--- config.mk ---
export PLATFORM = sky130hd
export DESIGN_NAME = hazard_scoreboard
export DESIGN_NICKNAME = d
export VERILOG_FILES = /design/src/rtl/hazard_scoreboard.sv
export SDC_FILE = /design/constraint.sdc
export NUM_CORES = 1
export LEC_CHECK = 0
export BUFFER_PORTS_ARGS = -buffer_cell sky130_fd_sc_hd__buf_2
export CORE_UTILIZATION = 40
export DETAILED_ROUTE_END_ITERATION = 12
export PLACE_DENSITY = 0.67
export SETUP_SLACK_MARGIN = 0.02
export SYNTH_ARGS = -nofsm -noshare
export SYNTH_HDL_FRONTEND = slang
export SYNTH_SLANG_ARGS = --single-unit
--- constraint.sdc ---
create_clock -name clk_i -period 3.1 [get_ports clk_i]
set_input_delay 0.465 -clock clk_i [delete_from_list [all_inputs] [get_ports clk_i]]
set_output_delay 0.465 -clock clk_i [all_outputs]
set_load 0.05 [all_outputs]
--- src/rtl/hazard_scoreboard.sv ---
// Decode-side hazard unit: per-register in-flight write scoreboard with
// fixed-latency (load/mul) countdowns and a single variable-latency divide slot.
module hazard_scoreboard #(
    parameter int unsigned NREG     = 32,
    parameter int unsigned LOAD_LAT = 1,
    parameter int unsigned MUL_LAT  = 3,
    parameter int unsigned CNT_W    = 4,
    parameter int unsigned PERF_W   = 32,
    localparam int unsigned RW      = $clog2(NREG)
) (
    input  logic              clk_i,
    input  logic              rst_n_i,
    input  logic              D_valid_i,
    input  logic [RW-1:0]     D_rs1_i,
    input  logic [RW-1:0]     D_rs2_i,
    input  logic              D_use_rs1_i,
    input  logic              D_use_rs2_i,
    input  logic [RW-1:0]     D_rd_i,
    input  logic              D_need_dst_i,
    input  logic [1:0]        D_class_i,
    input  logic              E_redirect_i,
    input  logic              div_done_i,
    output logic              PC_stall_o,
    output logic              F_stall_o,
    output logic              F_bubble_o,
    output logic              D_stall_o,
    output logic              D_bubble_o,
    output logic              E_stall_o,
    output logic              E_bubble_o,
    output logic              M_stall_o,
    output logic              M_bubble_o,
    output logic              div_busy_o,
    output logic [PERF_W-1:0] stall_cnt_o
);

    typedef enum logic [1:0] {
        CLS_ALU  = 2'd0,
        CLS_LOAD = 2'd1,
        CLS_MUL  = 2'd2,
        CLS_DIV  = 2'd3
    } cls_e;

    logic [NREG-1:0]   pend_q, pend_d;
    logic [NREG-1:0]   isdiv_q, isdiv_d;
    logic [CNT_W-1:0]  cnt_q [NREG];
    logic [CNT_W-1:0]  cnt_d [NREG];
    logic              div_busy_q, div_busy_d;
    logic [RW-1:0]     div_rd_q, div_rd_d;
    logic [PERF_W-1:0] stall_cnt_q;

    logic raw, struct_hz, hz, issue, stall_cycle;
    cls_e cls;

    // Hazard detection and pipeline control, purely combinational.
    always_comb begin
        cls         = cls_e'(D_class_i);
        raw         = D_valid_i &
                      ((D_use_rs1_i & (D_rs1_i != '0) & pend_q[D_rs1_i]) |
                       (D_use_rs2_i & (D_rs2_i != '0) & pend_q[D_rs2_i]));
        struct_hz   = D_valid_i & (cls == CLS_DIV) & div_busy_q;
        hz          = raw | struct_hz;
        issue       = D_valid_i & ~hz & ~E_redirect_i;
        stall_cycle = hz & ~E_redirect_i;
    end

    assign PC_stall_o  = stall_cycle;
    assign F_stall_o   = stall_cycle;
    assign F_bubble_o  = E_redirect_i;
    assign D_bubble_o  = hz | E_redirect_i;
    assign D_stall_o   = 1'b0;
    assign E_stall_o   = 1'b0;
    assign E_bubble_o  = 1'b0;
    assign M_stall_o   = 1'b0;
    assign M_bubble_o  = 1'b0;
    assign div_busy_o  = div_busy_q;
    assign stall_cnt_o = stall_cnt_q;

    // Scoreboard next state: countdown, then divide completion, then a new
    // issue last so it overrides both for the same destination.
    always_comb begin
        pend_d     = pend_q;
        isdiv_d    = isdiv_q;
        cnt_d      = cnt_q;
        div_busy_d = div_busy_q;
        div_rd_d   = div_rd_q;

        for (int unsigned r = 1; r < NREG; r++) begin
            if (pend_q[RW'(r)] && !isdiv_q[RW'(r)]) begin
                if (cnt_q[RW'(r)] > CNT_W'(1))
                    cnt_d[RW'(r)] = cnt_q[RW'(r)] - CNT_W'(1);
                else
                    pend_d[RW'(r)] = 1'b0;
            end
        end

        // Only clear the entry if no younger writer has claimed it since.
        if (div_done_i && div_busy_q) begin
            div_busy_d = 1'b0;
            if (isdiv_q[div_rd_q]) begin
                pend_d[div_rd_q]  = 1'b0;
                isdiv_d[div_rd_q] = 1'b0;
            end
        end

        if (issue && D_need_dst_i && (D_rd_i != '0)) begin
            case (cls)
                CLS_ALU: begin
                    pend_d[D_rd_i]  = 1'b0;
                    isdiv_d[D_rd_i] = 1'b0;
                end
                CLS_LOAD: begin
                    pend_d[D_rd_i]  = 1'b1;
                    isdiv_d[D_rd_i] = 1'b0;
                    cnt_d[D_rd_i]   = CNT_W'(LOAD_LAT);
                end
                CLS_MUL: begin
                    pend_d[D_rd_i]  = 1'b1;
                    isdiv_d[D_rd_i] = 1'b0;
                    cnt_d[D_rd_i]   = CNT_W'(MUL_LAT);
                end
                default: begin
                    pend_d[D_rd_i]  = 1'b1;
                    isdiv_d[D_rd_i] = 1'b1;
                    div_busy_d      = 1'b1;
                    div_rd_d        = D_rd_i;
                end
            endcase
        end

        pend_d[0]  = 1'b0;
        isdiv_d[0] = 1'b0;
        cnt_d[0]   = '0;
    end

    // Scoreboard and divide-slot registers.
    always_ff @(posedge clk_i or negedge rst_n_i) begin
        if (!rst_n_i) begin
            pend_q     <= '0;
            isdiv_q    <= '0;
            cnt_q      <= '{default: '0};
            div_busy_q <= 1'b0;
            div_rd_q   <= '0;
        end else begin
            pend_q     <= pend_d;
            isdiv_q    <= isdiv_d;
            cnt_q      <= cnt_d;
            div_busy_q <= div_busy_d;
            div_rd_q   <= div_rd_d;
        end
    end

    // Saturating count of cycles lost to hazards (redirect cycles excluded).
    always_ff @(posedge clk_i or negedge rst_n_i) begin
        if (!rst_n_i)
            stall_cnt_q <= '0;
        else if (stall_cycle && (stall_cnt_q != '1))
            stall_cnt_q <= stall_cnt_q + PERF_W'(1);
    end

endmodule

Word-level counts from Yosys, hierarchy flattened
Cells that the tools add are included.
{ "classes": {"addsub": 32, "n_lt_le_gt_ge": 39, "eq_ne": 4, "n_mux": 149, "bitwise": 31, "n_reduce_logical": 75} }
{ "op_table": {"columns": ["cell", "count"], "rows": [
  ["two-way mux 32 bit", 8],
  ["two-way mux 4 bit", 63],
  ["case mux 124 bit (2 select lines)", 1],
  ["AND 32 bit", 4],
  ["greater-than comparator 4 x 1 -> 1 bit (second input constant)", 31],
  ["two-way mux 124 bit", 1],
  ["subtractor 4 x 1 -> 4 bit (second input constant)", 31],
  ["AND 93 bit", 1],
  ["inverter 93 bit", 1],
  ["two-way mux 1 bit", 70],
  ["inverter 32 bit", 2],
  ["OR 32 bit", 2],
  ["AND 62 bit", 1],
  ["inverter 62 bit", 1],
  ["OR 62 bit", 1],
  ["logical AND 1 bit", 38],
  ["adder 32 x 1 -> 32 bit (second input constant)", 1],
  ["inequality test 32 bit (second input constant)", 1],
  ["logical NOT 1 bit", 31],
  ["OR 31 bit", 1],
  ["< comparator 5 x 6 -> 1 bit (second input constant)", 4],
  ["demux 4 bit (select 5 bit)", 1],
  ["binary-select mux 1 bit (select 5 bit)", 3],
  ["nonzero test 5 bit", 3],
  ["other kinds (13)", 29]
]} }
{ "word_totals": {"regBits": 224, "in_bits": 25, "wordCells": 366} }

Depth between registers and ports, before layout
{ "logic_depth": {"depth_word": 12, "depth_mapped": 10, "mapped_depth_nobuf": 8} }

Worst setup path before layout
OpenSTA, ideal clock, no wires.
{ "synth_path": {"path_kind": "input -> output", "start": "in D_rs1_i[2]", "end": "out PC_stall_o", "arrival_time_ns": 3.032, "setup_slack_ns": -0.397, "stages": 10, "n_path_buf": 4, "cell_sequence": "buf_2 mux2i_1 and3_1 o41ai_1 a32oi_1 o211a_1 buf_2 buf_2 nor2_1 buf_4"} }
{ "synth_between": {"elab_chain_cells": 7, "word_cells_on_any_way": 9, "cone_classes": "mux: 2; bitwise: 6; reduce/logical: 1"} }
{ "synth_rtl": {"columns": ["item", "line_no", "text"], "rows": [
  ["from (decl)", "14", "input logic [RW-1:0] D_rs1_i,"],
  ["binary-select mux 1 bit (select 5 bit) or nonzero test 5 bit (tied branches)", "58", "((D_use_rs1_i & (D_rs1_i != '0) & pend_q[D_rs1_i]) |"],
  ["two-way mux 1 bit (implied by the code) or AND 1 bit (tied branches)", "58", null],
  ["AND 1 bit *", "58", null],
  ["OR 1 bit *", "58", null],
  ["AND 1 bit *", "57", "raw = D_valid_i &"],
  ["OR 1 bit *", "61", "hz = raw | struct_hz;"],
  ["AND 1 bit *", "63", "stall_cycle = hz & ~E_redirect_i;"],
  ["to (decl)", "23", "output logic PC_stall_o,"]
]} }
Mark *: on every way between the ends. The rest lies on a longest branch, timed or not. The select of a mux whose other input is x is not followed.

Worst setup path in the final report
{ "layout_path": {"start": "reg pend_q[5]", "end": "out D_bubble_o"} }
{ "layout_between": {"elab_chain_cells": 7, "word_cells_on_any_way": 10, "cone_classes": "mux: 4; bitwise: 6"} }
{ "layout_rtl": {"columns": ["item", "line_no", "text"], "rows": [
  ["from (decl)", "43", "logic [NREG-1:0] pend_q, pend_d;"],
  ["from (signal assigned)", "144", "pend_q <= pend_d;"],
  ["binary-select mux 1 bit (select 5 bit), on equally long branches", "58, 59", null],
  ["two-way mux 1 bit, on equally long branches", "58, 59", null],
  ["AND 1 bit, on equally long branches", "58, 59", null],
  ["OR 1 bit *", "58", null],
  ["AND 1 bit *", "57", null],
  ["OR 1 bit *", "61", null],
  ["OR 1 bit *", "69", "assign D_bubble_o = hz | E_redirect_i;"],
  ["to (decl)", "27", "output logic D_bubble_o,"]
]} }
Marks and branches as above.

==> results.toml <==
[detailed_routing]
wl_per_cell_um = 17.7
drc_errors = 0
dr.pass1.iters = 6
viasPerCell = 5.69
drtIter0Drc = 883
dr_total_vias = 11764
drt_wl_total_mm = 36.6
final_antenna_net_count = 0

[worst_setup_path]
critPathRequiredTime_ns = 2.63
cp.arrival_ns = 2.66
crit_type = "register to output port"
end_kind = "output port"
cp-start-kind = "register"
cp_max_fo = 2

[timing]
fin_skew_ns = 0.0111
rsz0062_at_grt = "true"
max_freq_ghz = 0.320
hold_violations = 0
worstMarginPinSlew_ns = 1.10
layout_min_cycle_time_ns = 3.12
slew_headroom_pct = 26.9
setup_viol = 1
setup_ws_ns = -0.0207
fin_crit_sh_pct = 101
drv_slew = 0
tns_ns = -0.0207

[run]
maxCapViolations = 0

[cells_and_area]
final_util_pct = 46.7
drive_above_1_share_pct = 15.9
fin_cells = 2069
final_area_sq_mm = 0.0161
final_nets = 1686
fillers = 3201
ff_latch_area_sq_mm = 0.00561
syn2layout_area_growth_pct = 15.0
multi_input_area_sq_mm = 0.00794

[place]
place_ws_ns = 0.0646
io_buffers = 61
dpl-instance-area_sq_mm = 0.0150
dp_hpwl_mm = 25.4
place_inst = 2009
gp_congestion = 0.942

[logic_synthesis]
yosys_most_used_dff = "dfrtp_1"
synthCells = 1523
synth-seq-cells = 224
synth.most_common_cell = "dfrtp_1"
synthTopCellsByArea = "dfrtp_1, ha_1, mux2i_1"
syn_area_per_cell_sq_um = 9.20
synth_top_area_share_pct = 40.0
syn_area_sq_mm = 0.0140
ys_seq_area_share_pct = 40.0
yosysTopAreaCell = "dfrtp_1"
synth_common_cells = "dfrtp_1, nand2_1, a21oi_1"
synth_edf_count = 0
yosys_warnings = 0
ys_types = 67
async_flop_share_pct = 100

[run_status]
violations = "setup timing"
status = "finished, violations left"

[floorplanning]
start_util_pct = 40.6
num_io_pins = 67
die_area_sq_mm = 0.0358
die_h_um = 189
fp.dieW_um = 189
rows = 68
core_sq_mm = 0.0345

[clock_network]
cts_tree = "done"
clock_latency_ns = 0.54
htreeDepth = 1
cts_buffer_depth = 3
cts-root-buf = "clkbuf_16"
cts_buffers = 27
cts.sinks = 224
path_clk_slew_ns = 0.06

[worst_hold_path]
hp-class = "input pin to register"

[global_route]
grt_max_degree = 80
grtUsageTotal_pct = 20.7
grt_pass1_vias = 11641
overflow = 0
grt_pass1_wl_mm = 59.7
antenna_found_initial = 3

[pwr]
power.density_mw_per_mm2 = 686
ir_drop_mv = 0.406
cellLeakagePower_uw = 0.00717
[cell families after synthesis]
| kind of cell | count (synthesis) | synth area share, % |
|---|---|---|
| compound gates | 330 | 14.5 |
| fa+ha+maj | 68 | 6.07 |
| mux | 116 | 9.89 |
| buf+inv | 148 | 4.29 |
| flops | 224 | 40.0 |
| simple gates | 574 | 21.3 |
| xor+xnor | 62 | 3.88 |
| other cells | 1 | 0.0268 |
[final timing paths]
path | start | to | slack, ns | depth (start not counted)
setup / recovery | pend_q[5]$_DFF_PN0_ | D_bubble_o | -0.02 | 9
hold / removal | D_rd_i[1] | div_rd_q[1]$_DFFE_PN0P_ | 0.21 | 2
setup reg to reg | pend_q[5]$_DFF_PN0_ | div_rd_q[0]$_DFFE_PN0P_ | 0.31 | 9
hold reg to reg | stall_cnt_o[13]$_DFFE_PN0P_ | stall_cnt_o[13]$_DFFE_PN0P_ | 0.49 | 1
max in group asynchronous | rst_n_i | pend_q[20]$_DFF_PN0_ | 1.83 | 3
min in group asynchronous | rst_n_i | cnt_q[41]$_DFF_PN0_ | 0.52 | 2
[worst max-delay path: stages (launching register included)]
cell	delay [ns]
dfrtp_1	0.42
mux2_4	0.31
a311oi_4	0.28
a31oi_4	0.16
buf_6	0.15
a32oi_4	0.19
o211ai_2	0.14
buf_6	0.17
a21o_1	0.16
buf_6	0.15
[timing repair]
item,in CTS,in global routing
setup endpoints to repair,3,3
hold buffers,1,0
setup buffers,8,1
gates resized for setup,17,12
hold endpoints to repair,74,0
pin swaps,8,2
[registers in the layout (all words and copies together) (netlist names)]
name	cells
cnt_q	124
stall_cnt_o	32
isdiv_q	31
pend_q	31
div_rd_q	5
div_busy_o	1
[per-stage QoR]
stage	total power (uW)	hold WS, ns
2_1_floorplan	6830	0.169
3_3_place_gp	7630	0.475
3_5_place_dp	7790	0.477
4_1_cts	11100	0.196
5_1_grt	11900	0.206
6_report	11000	0.213
[layout by cell type (no fill, tap or decap), drive strengths merged, types with 18 or more instances in the layout]
cell    synthesis  final
a211oi         27     27
a21oi         150    150
buf            27    110
clkbuf         47     35
dfrtp         224    224
ha             68     68
inv            74     75
mux2           19     19
mux2i          81     81
nand2         167    167
nand3          22     22
nand4b         18     18
nor2          117    117
nor2b          46     46
nor3           45     45
o21a           22     22
o21ai          60     60
o31ai          23     23
or2            29     29
or3            23     23
or3b           18     18
xnor2          34     34
xor2           28     28
[layer usage]
layer  wire (um)  share of wire, %  track usage (%)  vias up
met2       16800                46             33.9      399
met5          23             0.063                0        -
met3        2900               7.9             3.71       91
met1       15600                43             27.4     5710
met4        1260               3.4             7.48        4
li1            -                 -                -     5560
[cell type report]
class	instances	area share (%)
Multi-Input combinational cell	1155	49.3
Sequential cell	224	34.8
Timing Repair Buffer	111	4.88
Clock buffer	35	4.69
Tap cell	455	3.54
Inverter	74	1.72
Clock inverter	14	1.01
Antenna cell	1	0.0155
[power breakdown]
part           switching (uW)  total, uW  internal (uW)
Clock                    1290       3260           1970
Sequential                743       4460           3720
Combinational            1920       3330           1410
Total                    3950      11000           7100
(Power assumes the default switching activity.)
